`src/rtl/reg_spill_fill.sv`:
```
// rtl/reg_spill_fill.sv - register file context spill/fill engine (optional XOR checksum via RSF_CHECKSUM_EN)
`timescale 1ns/1ps
module reg_spill_fill #(
  parameter int pw = 4,
  parameter int DW = 8,
  parameter int AW = 8
) (
  input  logic          i_clk,
  input  logic          i_rst_n,
  input  logic          i_start,
  input  logic          i_mode,
  input  logic [AW-1:0] i_base_addr,
  output logic          o_busy,
  output logic          o_done,
  output logic [pw:0]   o_rf_addr,
  output logic          o_rf_mov,
  output logic          o_rf_wr_en,
  output logic [DW-1:0] o_rf_wr_data,
  input  logic [DW-1:0] i_rf_rd_data,
  output logic [AW-1:0] o_mem_addr,
  output logic          o_mem_wr_en,
  output logic [DW-1:0] o_mem_wr_data,
  input  logic [DW-1:0] i_mem_rd_data,
  output logic [DW-1:0] o_checksum
);

  localparam int N = 2 ** pw;
  localparam logic [pw:0] IDX_LAST = (pw+1)'(N - 1);
  localparam logic [pw:0] IDX_FILL_END = (pw+1)'(N);
  localparam logic [pw:0] IDX_ONE = (pw+1)'(1);

  typedef enum logic [1:0] {S_IDLE, S_SPILL, S_FILL, S_DONE} state_t;

  state_t        r_state;
  logic [pw:0]   r_idx;
  logic          r_busy;
  logic          r_done;
  logic [pw:0]   r_rf_addr;
  logic          r_rf_wr_en;
  logic [AW-1:0] r_mem_addr;
  logic          r_mem_wr_en;
  logic          w_accept;

  assign w_accept = (r_state == S_IDLE) && i_start;

  always_ff @(posedge i_clk or negedge i_rst_n) begin
    if (!i_rst_n) begin
      r_state     <= S_IDLE;
      r_idx       <= '0;
      r_busy      <= 1'b0;
      r_done      <= 1'b0;
      r_rf_addr   <= '0;
      r_rf_wr_en  <= 1'b0;
      r_mem_addr  <= '0;
      r_mem_wr_en <= 1'b0;
    end else begin
      case (r_state)
        S_IDLE: begin
          r_done <= 1'b0;
          if (i_start) begin
            r_idx       <= '0;
            r_busy      <= 1'b1;
            r_rf_addr   <= '0;
            r_mem_addr  <= i_base_addr;
            r_mem_wr_en <= ~i_mode;
            r_state     <= i_mode ? S_FILL : S_SPILL;
          end
        end
        S_SPILL: begin
          if (r_idx == IDX_LAST) begin
            r_state     <= S_DONE;
            r_busy      <= 1'b0;
            r_mem_wr_en <= 1'b0;
            r_done      <= 1'b1;
          end else begin
            r_idx      <= r_idx + IDX_ONE;
            r_rf_addr  <= r_idx + IDX_ONE;
            r_mem_addr <= r_mem_addr + AW'(1);
          end
        end
        S_FILL: begin
          // Register writes trail memory reads by one cycle (synchronous memory).
          if (r_idx == IDX_FILL_END) begin
            r_state    <= S_DONE;
            r_busy     <= 1'b0;
            r_rf_wr_en <= 1'b0;
            r_done     <= 1'b1;
          end else begin
            r_idx      <= r_idx + IDX_ONE;
            r_rf_wr_en <= 1'b1;
            r_rf_addr  <= r_idx;
            if (r_idx != IDX_LAST) r_mem_addr <= r_mem_addr + AW'(1);
          end
        end
        S_DONE: begin
          r_done  <= 1'b0;
          r_state <= S_IDLE;
        end
        default: r_state <= S_IDLE;
      endcase
    end
  end

`ifdef RSF_CHECKSUM_EN
  logic [DW-1:0] r_checksum;

  always_ff @(posedge i_clk or negedge i_rst_n) begin
    if (!i_rst_n) begin
      r_checksum <= '0;
    end else if (w_accept) begin
      r_checksum <= '0;
    end else if (r_mem_wr_en) begin
      r_checksum <= r_checksum ^ i_rf_rd_data;
    end else if (r_rf_wr_en) begin
      r_checksum <= r_checksum ^ i_mem_rd_data;
    end
  end

  assign o_checksum = r_checksum;
`else
  assign o_checksum = '0;
`endif

  assign o_busy        = r_busy;
  assign o_done        = r_done;
  assign o_rf_addr     = r_rf_addr;
  assign o_rf_mov      = r_busy;
  assign o_rf_wr_en    = r_rf_wr_en;
  assign o_mem_addr    = r_mem_addr;
  assign o_mem_wr_en   = r_mem_wr_en;
  // Data pass-throughs are gated so they read as zero whenever the matching enable is low.
  assign o_mem_wr_data = r_mem_wr_en ? i_rf_rd_data : '0;
  assign o_rf_wr_data  = r_rf_wr_en ? i_mem_rd_data : '0;

endmodule

```
`config.mk`:
```
export PLATFORM = sky130hd
export DESIGN_NAME = reg_spill_fill
export DESIGN_NICKNAME = d
export VERILOG_FILES = /design/src/rtl/reg_spill_fill.sv
export SDC_FILE = /design/constraint.sdc
export NUM_CORES = 1
export LEC_CHECK = 0
export ABC_AREA = 0
export CAP_MARGIN = 20
export CORE_MARGIN = 3
export CORE_UTILIZATION = 39
export CTS_CLUSTER_DIAMETER = 60
export CTS_CLUSTER_SIZE = 14
export DETAILED_ROUTE_END_ITERATION = 8
export PLACE_DENSITY = 0.89
export SYNTH_ARGS = -nofsm -noshare
export SYNTH_HDL_FRONTEND = slang
export SYNTH_SLANG_ARGS = --single-unit
```
`constraint.sdc`:
```
create_clock -name i_clk -period 2.2 [get_ports i_clk]
set_clock_uncertainty 0.2 [all_clocks]
set_input_delay 0.22 -clock i_clk [delete_from_list [all_inputs] [get_ports i_clk]]
set_output_delay 0.22 -clock i_clk [all_outputs]
set_load 0.02 [all_outputs]
```
* Word-level counts from Yosys, hierarchy flattened *
Index checks and enable logic that the tools add are counted.

cells by class
  add/subtract/negate cells = 2
  eq/ne operators = 12
  mux-type cells = 28
  bitwise logic cells = 1
  reduce and logical (&&, ||, !) cells = 10

operators with widths
  operator             number
  $mux 8               6
  $pmux 5 s3           2
  $pmux 8 s3           1
  $mux 5               4
  $ne 2x2->1 const B   6
  $add 8x1->8 const B  1
  $mux 2               4
  $pmux 2 s4           1
  $reduce_and 4->1     2
  $mux 1               7
  $pmux 1 s3           2
  $reduce_and 3->1     2
  $add 5x1->5 const B  1
  $eq 5x4->1 const B   1
  $eq 5x5->1 const B   1
  $ne 5x4->1 const B   1
  $reduce_and 5->1     1
  $eq 2x2->1 const B   2
  $reduce_bool 3->1    1
  $eq 2x1->1 const B   1
  $logic_not 2->1      1
  $pmux 1 s2           1
  $reduce_and 2->1     1
  $reduce_bool 2->1    1
  2 further kinds      2

storage, ports and cells
  register bits after elaboration = 24
  bits of input ports = 28
  output and inout port bits = 42

* Logic depth before layout (Yosys ltp) *
  depth after elaboration = 4
  mapped depth = 8
  mapped depth without buffers = 7

* Worst setup path after synthesis *
OpenSTA, ideal clock, no wires.

  kind = reg-to-reg
  from = register r_idx[0]
  to = register r_mem_addr[6] (netlist: o_mem_addr[6])
  setup time = 124 ps
  arrival = 1,957 ps
  required time = 1,876 ps
  setup slack = -81 ps
  cell stages (with the launch flop) = 9
  clock period less this slack = 2,281 ps
  path through = dfrtp_1 ha_1 and3_1 ha_1 a21oi_1 and2_1 buf_2 nand2_1 a211o_1

between the ends
  word-level cells in the longest chain between the ends = 3
  elaborated cells on any way between the ends = 7
  those cells by class = eq/ne: 6; reduce/logical: 1

ends and longest elaborated chain
  what                                      RTL line  RTL
  start, declared                           35        logic [pw:0] r_idx;
  start signal, assigned                    76        r_idx <= r_idx + IDX_ONE;
  start signal, assigned                    89        r_idx <= r_idx + IDX_ONE;
  $ne 5x4->1, or another cell as far along  92        if (r_idx != IDX_LAST) r_mem_addr <= r_mem_addr + AW'(1);
  $ne 2x2->1 (no line)                      n/a
  $reduce_and 5->1 (no line) (*)            n/a
  end signal, assigned                      64        r_mem_addr <= i_base_addr;
  end signal, assigned                      78        r_mem_addr <= r_mem_addr + AW'(1);
  end signal, assigned                      92
  end, declared                             40        logic [AW-1:0] r_mem_addr;

Mark *: on every way between the ends. The rest lies on a longest branch, timed or not.
A chain may end at the register's enable or synchronous reset.

* Worst setup path after layout *
  from = register r_idx[1]
  to = register r_rf_addr[3] (netlist: o_rf_addr[3])

between the ends
  word-level cells in the longest chain between the ends = 3
  elaborated cells on any way between the ends = 8
  those cells by class = add/sub: 1; eq/ne: 4; mux: 2; reduce/logical: 1

ends and longest elaborated chain
  what                                            RTL line  RTL
  $add 5x1->5, or another cell as far along       77        r_rf_addr <= r_idx + IDX_ONE;
  $mux 5 or $ne 2x2->1 (tied branches)            n/a
  $pmux 5 s3 or $reduce_and 4->1 (tied branches)  n/a
  end signal, assigned                            77
  end signal, assigned                            91        r_rf_addr <= r_idx;
  end, declared                                   38        logic [pw:0] r_rf_addr;

Several ways; a longest one is shown, not always the timed one. The select of a mux whose other input is x is not followed.

==> impl_metrics.ini <==
[outcome]
status = complete, no violations

[setup_path]
critPathKind = register to register
ff2ff_setup_slack_ns = 0.08
r2r-start = r_idx[1]
required_ns = 2.17
r2r_cells = 8
crit_fanout = 8
arrival_ns = 2.10
worstSetupEndpointType = register
startpoint_type = register
r2r-end = o_rf_addr[3]

[cells_and_area]
final_common_cell = clkdlybuf4s50_1
layout_common_cells = clkdlybuf4s50_1 (61), nand2_1 (27), dfrtp_1 (24)
area_delta_synth_final_pct = 48.34
fin_nets = 300
fillers = 342
final_cells = 311
drive_gt1_share_pct = 13.03
antenna_cells = 0

[route]
wl_per_cell_um = 13.74
via_count = 1625
drc = 0
vias_per_cell = 5.225
drt-total-wl_um = 4274
ant_nets = 0
firstDrtPassIters = 4
drtIter0Drc = 99

[timing]
max_freq_ghz = 0.4712
hold_viol_final = 0
finalCritPeriodShare_pct = 96.47
min_period_ns = 2.122
finalSetupViolCount = 0
drv_slew = 0

[clock_tree]
cts_tree = built
clk_path_buf_depth = 2
cts-root-buf = clkbuf_8
holdBufCountCts = 0
cts.sinks = 24
clock_latency_ns = 0.26
clkTransAtPathRegs_ns = 0.08
h-tree-depth = 1
numCtsBuffers = 3

[global_routing]
grt.overflow.total = 0
grt_pass1_wl_um = 7562
antenna_found_initial = 0
track_usage_pct = 17.91
grt_pass1_vias = 1624
grt_max_degree = 25

[synthesis]
avgSynthCellArea_um2 = 8.825
ys_ff_latch = 24
synth_area_mm2 = 0.001659
dominantRegCellSynth = dfrtp_1
synth_cell_types = 41
yosysWarningCount = 0
ys_seq_area_share_pct = 36.20
synthArstFlopShare_pct = 100.0
synthCells = 188
synth_edf_count = 0

[floorplanning]
fp.dieArea_mm2 = 0.005073
die_width_um = 71.23
initial_core_util_pct = 40.89
boundaryPins = 70
dieHeight_um = 71.23
coreArea_mm2 = 0.004058
num_rows = 23

[placed_design]
place_hpwl_um = 3307
gp_congestion = 0.9046
placed_cells = 306
io_buffers = 61

[pwr]
powerDensity_mw_per_mm2 = 1257
finalPower_uw = 3093
leakage_uw = 0.001036
vdd_ir_drop_max_uv = 737.6

[flow_run]
cap_violations = 0

[min_path]
hold_path.class = input pin to asynchronous set/reset pin
[critical path, stage by stage (launching register included)]
cell,delay (ns)
dfrtp_1,0.42
ha_1,0.21
and3_1,0.19
ha_2,0.18
a21oi_2,0.18
and2_4,0.22
nand4_1,0.09
buf_4,0.18
o221ai_1,0.17
[kinds of logic after synthesis]
kind of cell	Yosys count	synth area share [%]
AOI/OAI and AO/OA	51	21.49
xor gates and xnor gates	2	1.056
adders and majority gates	9	6.787
buffers and inverters	27	9.200
DFF	24	36.20
muxes	4	2.489
other	1	0.2260
and+or+nand+nor	70	22.55
[synth_stat cells (3+ instances only)]
master	n	share of area [%]
a32oi_1	4	2.1
o22ai_1	3	1.1
nand3_1	5	1.5
a21oi_1	5	1.5
and4_1	3	1.6
o221ai_1	4	2.1
inv_1	9	2.0
o21ai_0	14	4.2
buf_4	9	4.1
nand2b_1	3	1.1
a31oi_1	3	1.1
nand2_1	28	6.3
nor2_1	8	1.8
o31ai_1	4	1.8
dfrtp_1	24	36
and2_1	17	6.4
ha_1	9	6.8
clkbuf_1	5	1.1
mux2i_1	3	1.8
[cell type report]
class / count / area, µm² / share of cell area [%]
clock buffers: 3 / 41.29 / 1.678
well taps: 50 / 62.56 / 2.542
multi-input cells: 144 / 962.2 / 39.10
inverters: 9 / 33.78 / 1.373
repair buffers: 81 / 760.7 / 30.91
flip-flops and latches: 24 / 600.6 / 24.40
[repair_timing]
action	in CTS	in global routing
pin swaps	0	3
buffers inserted	0	2
gates resized for setup	1	6
endpoints found under the hold margin	0	0
cloned	0	0
setup endpoints to repair	4	10
[flip-flops by register name, indices dropped and copies added (netlist names)]
name         count
o_mem_addr       8
o_rf_addr        5
o_rf_wr_en       1
r_idx            5
r_state          2
o_busy           1
o_mem_wr_en      1
o_done           1
[metrics by stage]
stage / setup WS [ns] / hold slack [ns] / util [%] / setup TNS, ns / instance area [µm²]
after CTS: 0.03902 / 0.1314 / 59.73 / 0 / 2424
final: 0.07761 / 0.1207 / 60.65 / 0 / 2461
after global placement: 0.1181 / 0.2677 / 58.68 / 0 / 2381
after global routing: -0.001869 / 0.1440 / 60.65 / -0.001869 / 2461
after floorplan: 0.01277 / -0.2756 / - / 0 / 1692
after detailed placement: -0.01681 / 0.2730 / 58.68 / -0.02821 / 2381
[power breakdown]
part | leakage [µW] | switching, µW | internal, µW | total (µW)
registers | 0.000298 | 172 | 612 | 784
logic | 0.000716 | 1110 | 947 | 2060
clock network | 0.0000216 | 131 | 122 | 254
total | 0.00104 | 1410 | 1680 | 3090
[per-layer routing]
metal / GRT usage, % / share of wire [%] / vias up
met5: 0 / 0 / -
met4: 5.637 / 0.80 / 0
met3: 2.665 / 6.8 / 4
met2: 29.39 / 49 / 67
met1: 24.38 / 43 / 755
li1: - / - / 799
[how the worst max path moves through the flow]
| stage | start | end | slack [ns] |
|---|---|---|---|
| 2_1_floorplan | r_idx[0] | o_mem_addr[6] | 0.01 |
| 3_3_place_gp | r_idx[1] | o_rf_addr[2] | 0.12 |
| 3_5_place_dp | r_idx[1] | o_rf_addr[1] | -0.02 |
| 4_1_cts | r_idx[1] | o_rf_addr[1] | 0.04 |
| 5_1_grt | r_idx[0] | o_rf_addr[1] | -0.002 |
| 6_report | r_idx[1] | o_rf_addr[3] | 0.08 |
No activity file was read; power rests on OpenSTA's default activity.
